==> src/rtl/sliding_window_pkg.sv <==
// Shared types and width helpers for the sliding-window controller.
package sliding_window_pkg;

    typedef enum logic [1:0] {IDLE, PRIME, ACTIVE, DRAIN} ctrl_state_t;

    function automatic int cnt_w(input int n);
        return (n > 1) ? $clog2(n) : 1;
    endfunction

    localparam int DEF_ROW_WIDTH = 640;
    localparam int DEF_NUM_ROWS  = 480;
    localparam int COL_W = cnt_w(DEF_ROW_WIDTH);
    localparam int ROW_W = cnt_w(DEF_NUM_ROWS);

endpackage

==> src/rtl/pixel_coord_counter.sv <==
// Raster column/row counter; wraps to (0,0) after the last pixel of the frame.
module pixel_coord_counter
    import sliding_window_pkg::*;
#(
    parameter int ROW_WIDTH = DEF_ROW_WIDTH,
    parameter int NUM_ROWS  = DEF_NUM_ROWS,
    localparam int CW = cnt_w(ROW_WIDTH),
    localparam int RW = cnt_w(NUM_ROWS)
) (
    input  logic          clk,
    input  logic          reset,
    input  logic          clear,
    input  logic          advance,
    output logic [CW-1:0] col,
    output logic [RW-1:0] row,
    output logic          last_col,
    output logic          last_pixel
);

    assign last_col   = (col == CW'(ROW_WIDTH - 1));
    assign last_pixel = last_col && (row == RW'(NUM_ROWS - 1));

    always_ff @(posedge clk or posedge reset) begin
        if (reset) begin
            col <= '0;
            row <= '0;
        end else if (clear) begin
            col <= '0;
            row <= '0;
        end else if (advance) begin
            if (last_col) begin
                col <= '0;
                row <= last_pixel ? '0 : row + 1'b1;
            end else begin
                col <= col + 1'b1;
            end
        end
    end

endmodule

==> src/rtl/sliding_window_ctrl.sv <==
// Frame sequencer for a KxK sliding window: accepts raster pixels, flags in-frame windows.
// Optional SLIDING_WINDOW_CTRL_STALL_CNT_EN adds a saturating input-stall counter output.
module sliding_window_ctrl
    import sliding_window_pkg::*;
#(
    parameter int KERNEL_SIZE = 3,
    parameter int ROW_WIDTH   = DEF_ROW_WIDTH,
    parameter int NUM_ROWS    = DEF_NUM_ROWS,
    parameter int WORD_SIZE   = 8,
    localparam int CW = cnt_w(ROW_WIDTH),
    localparam int RW = cnt_w(NUM_ROWS)
) (
    input  logic                 clk,
    input  logic                 reset,
    input  logic                 start,
    input  logic                 in_valid,
    output logic                 in_ready,
    input  logic [WORD_SIZE-1:0] pixel_in,
    output logic                 shift_en,
    output logic [WORD_SIZE-1:0] pixel_out,
    input  logic                 out_ready,
    output logic                 win_valid,
    output logic [CW-1:0]        win_col,
    output logic [RW-1:0]        win_row,
    output logic                 busy,
    output logic                 frame_done
`ifdef SLIDING_WINDOW_CTRL_STALL_CNT_EN
    ,
    output logic [31:0]          stall_cnt
`endif
);

    ctrl_state_t   state, state_nxt;
    logic [CW-1:0] col;
    logic [RW-1:0] row;
    logic          last_col, last_pixel, clear, in_win, frame_done_nxt;

    pixel_coord_counter #(
        .ROW_WIDTH (ROW_WIDTH),
        .NUM_ROWS  (NUM_ROWS)
    ) u_coord (
        .clk        (clk),
        .reset      (reset),
        .clear      (clear),
        .advance    (shift_en),
        .col        (col),
        .row        (row),
        .last_col   (last_col),
        .last_pixel (last_pixel)
    );

    // A pending window blocks input unless it is being consumed this cycle.
    assign in_ready  = ((state == PRIME) || (state == ACTIVE)) && (!win_valid || out_ready);
    assign shift_en  = in_valid && in_ready;
    assign pixel_out = pixel_in;
    assign busy      = (state != IDLE);
    assign clear     = (state == IDLE) && start;
    assign in_win    = shift_en && (row >= RW'(KERNEL_SIZE - 1)) && (col >= CW'(KERNEL_SIZE - 1));

    always_comb begin
        state_nxt      = state;
        frame_done_nxt = 1'b0;
        case (state)
            IDLE:   if (start) state_nxt = PRIME;
            PRIME:  if (shift_en && last_col && (row == RW'(KERNEL_SIZE - 2))) state_nxt = ACTIVE;
            ACTIVE: if (shift_en && last_pixel) state_nxt = DRAIN;
            DRAIN: begin
                if (win_valid && out_ready) begin
                    state_nxt      = IDLE;
                    frame_done_nxt = 1'b1;
                end
            end
            default: state_nxt = IDLE;
        endcase
    end

    always_ff @(posedge clk or posedge reset) begin
        if (reset) begin
            state      <= IDLE;
            win_valid  <= 1'b0;
            win_col    <= '0;
            win_row    <= '0;
            frame_done <= 1'b0;
        end else begin
            state      <= state_nxt;
            frame_done <= frame_done_nxt;
            if (in_win) begin
                win_valid <= 1'b1;
                win_col   <= col;
                win_row   <= row;
            end else if (out_ready) begin
                win_valid <= 1'b0;
            end
        end
    end

`ifdef SLIDING_WINDOW_CTRL_STALL_CNT_EN
    always_ff @(posedge clk or posedge reset) begin
        if (reset)
            stall_cnt <= '0;
        else if (clear)
            stall_cnt <= '0;
        else if (busy && in_valid && !in_ready && (stall_cnt != '1))
            stall_cnt <= stall_cnt + 32'd1;
    end
`endif

endmodule

==> config.mk <==
export PLATFORM = sky130hd
export DESIGN_NAME = sliding_window_ctrl
export DESIGN_NICKNAME = d
export VERILOG_FILES = /design/src/rtl/sliding_window_pkg.sv /design/src/rtl/pixel_coord_counter.sv /design/src/rtl/sliding_window_ctrl.sv
export SDC_FILE = /design/constraint.sdc
export NUM_CORES = 1
export LEC_CHECK = 0
export ABC_AREA = 1
export BUFFER_PORTS_ARGS = -buffer_cell sky130_fd_sc_hd__buf_4
export CAP_MARGIN = 10
export CORE_MARGIN = 5
export CORE_UTILIZATION = 55
export CTS_BUF_LIST = sky130_fd_sc_hd__clkbuf_8
export CTS_CLUSTER_DIAMETER = 80
export DETAILED_ROUTE_END_ITERATION = 7
export PLACE_DENSITY = 0.79
export SLEW_MARGIN = 20
export SYNTH_ARGS = -nofsm -noshare
export SYNTH_HDL_FRONTEND = slang
export SYNTH_SLANG_ARGS = --single-unit
==> constraint.sdc <==
create_clock -name clk -period 2.15 [get_ports clk]
set_input_delay 0.1075 -clock clk [delete_from_list [all_inputs] [get_ports clk]]
set_output_delay 0.1075 -clock clk [all_outputs]
set_load 0.02 [all_outputs]
==> results.yml <==
placed_design:
  hpwlAfterDp_um: 3650
  routabilityCongestion: 0.930
  placed_cells: 341
  portBuffers: 28
  place_area_um2: 2590
yosys:
  syn_nets: 295
  synth-seq-cells: 42
  seq_area_frac_synth_pct: 43.5
  yosysUniqueCellTypes: 33
  ys_warn_count: 0
  synth_area_leader_cell: "dfrtp_1"
  synth_top_area_share_pct: 43.5
  syn_inst: 272
  synth_area_leaders: "dfrtp_1 (44%), nand2_1 (7.6%), ha_1 (5.2%)"
  syn-mean-instance-area_um2: 8.87
  netlist_area_um2: 2410
setup_path:
  cp.required_ns: 2.34
  worstRegToRegCells: 9
  cp_num_buf_inv: 3
  critPathLaunchType: "flip-flop"
  regToRegSetupSlack_ns: 0.31
  cp.arrival_ns: 2.03
  worstSetupPathType: "reg -> reg"
  end_kind: "flip-flop"
  path_cells: "inv_1 > ha_1 > nand3_2 > nand2_2 > inv_4 > nor2_8 > inv_2 > nand2_1 > o21ai_1"
  cp_top_family: "simple AND/OR/NAND/NOR gates"
  cp_max_fo: 12
  r2r_start: "state[1]"
  cpPeakStageDelay_ns: 0.41
  slowest_stage: "dfrtp_1"
  regToRegEndpoint: "u_coord.row[6]"
route:
  postRouteWirelength_um: 4870
  antenna_left: 0
  vias: 1821
  dr.pass1.iters: 4
  first_iter_violations: 155
  routedWlPerCell_um: 13.9
  via_per_inst: 5.20
  drc_errors: 0
global_routing:
  antenna_found_initial: 0
  grt_overflow: 0
  grt_pass1_wl_um: 8830
  grt_usage_pct: 18.5
  grt_pass1_vias: 1870
  grt_max_degree: 43
timing:
  fin_skew_ns: 0.00305
  finalSetupTns_ns: 0
  drv_slew: 0
  max_freq_mhz: 543
  hold_viol: 0
  timing.slew.headroom_pct: 64.9
  setup_viol: 0
  finalCritPeriodShare_pct: 85.6
  tightest_slew_ns: 0.526
  rsz0062_at_grt: "no"
  min_period_ns: 1.84
floorplanning:
  die_height_um: 76.2
  pin_count: 45
  fp.dieArea_um2: 5810
  die_w_um: 76.2
  core_um2: 4290
  initial_core_util_pct: 56.2
  fp-row-count: 24
final_layout:
  final_nets: 320
  final_core_util_pct: 63.2
  most-common-layout-cells: "nand2_1 (49), dfrtp_1 (42), inv_1 (30), buf_4 (30), nor2_1 (22)"
  stdcell_count: 350
  area_delta_synth_final_pct: 12.4
  final_common_cell: "nand2_1"
  antenna_cells: 0
  drive_gt1_share_pct: 29.5
  fin_area_um2: 2710
min_path:
  whs_endpoint: "frame_done"
  min_path_cells: 2
  min_path_type: "in -> reg"
  hp-start: "out_ready"
clock_network:
  clk_latency_ns: 0.30
  cts_root_buf: "clkbuf_8"
  h-tree-depth: 2
  path_clk_slew_ns: 0.08
  cts_tree: "done"
  cts_buffer_depth: 2
  cts_hold_buf: 1
  cts-resized-gates: 0
  cts_made_buffers: 5
  post_cts_buffers: 0
  cts.sinks: 42
power:
  pwr-share-clk_pct: 18.2
  leakage_nw: 1.38
  p_switching_mw: 1.51
  intPower_mw: 1.92
  p_sw_share_pct: 44.0
  pwr-share-seq_pct: 34.5
  max-vdd-ir-drop_mv: 0.600
  powerDensity_nw_per_um2: 1260
  comb_power_share_pct: 47.3
outcome:
  status: "finished, final reports clean"
run:
  drv_cap: 0
==> flip-flops by register name, summed over array words and instances, names as in the netlist <==
signal,cells
win_row,9
win_col,10
u_coord.row,9
win_valid,1
frame_done,1
u_coord.col,10
state,2
==> cell families (layout without fill, tap and decap cells) <==
logic type,count (synthesis),after routing,synth area share (%)
xor+xnor,6,6,2.18
flops,42,42,43.5
compound gates,31,31,8.29
fa+ha+maj,10,10,5.18
simple gates,135,135,30.1
buf+inv,48,74,10.7
==> power by group through the flow <==
stage                     Sequential [mW]  Combinational [mW]  Clock (mW)
after detailed placement             1.20                1.62           0
after floorplan                      1.26                1.17           0
after global routing                 1.22                1.80       0.681
after global placement               1.18                1.60           0
final                                1.18                1.62       0.623
after CTS                            1.18                1.64       0.640
==> synthesized netlist by cell type, drive strengths merged <==
master / number
a21oi: 3
and2: 1
and3: 1
buf: 14
dfrtp: 42
ha: 10
inv: 34
nand2: 68
nand3: 17
nand4: 9
nor2: 31
nor3: 5
nor4: 1
o21ai: 25
o22ai: 3
or2: 2
xnor2: 1
xor2: 5
==> layout make-up <==
class	instances	area, um2
fillers	367	1580
multi-input cells	182	1100
flip-flops and latches	42	1050
repair buffers	32	255
inverters	34	130
clock buffers	5	68.8
well taps	52	65.1
clock inverters	3	40.0
==> worst max path at each step <==
stage,cells past startpoint,endpoint,slack (ns),startpoint
after floorplan,9,state[1],0.51,state[0]
after global placement,10,win_col[4],0.38,u_coord.col[0]
after detailed placement,8,win_row[1],0.33,state[1]
after CTS,8,win_col[6],0.31,state[1]
after global routing,10,u_coord.col[9],0.10,state[1]
final,9,u_coord.row[6],0.31,state[1]
==> per-layer routing <==
metal  vias up  part of all wire (%)  global-route usage, %
met5         -                     0                      0
met1       842                    46                   25.6
li1        910                     -                      -
met3         8                   6.4                   4.02
met4         0                   2.0                   8.22
met2        61                    46                   27.8
==> metrics by stage <==
step	hold WS [ns]	total power [mW]	setup WS, ns
after global routing	0.103	3.69	0.102
after global placement	0.215	2.78	0.383
after detailed placement	0.215	2.82	0.328
after floorplan	0.267	2.43	0.508
after CTS	0.0745	3.46	0.308
final	0.0810	3.43	0.310
No activity file was read; power rests on OpenSTA's default activity.
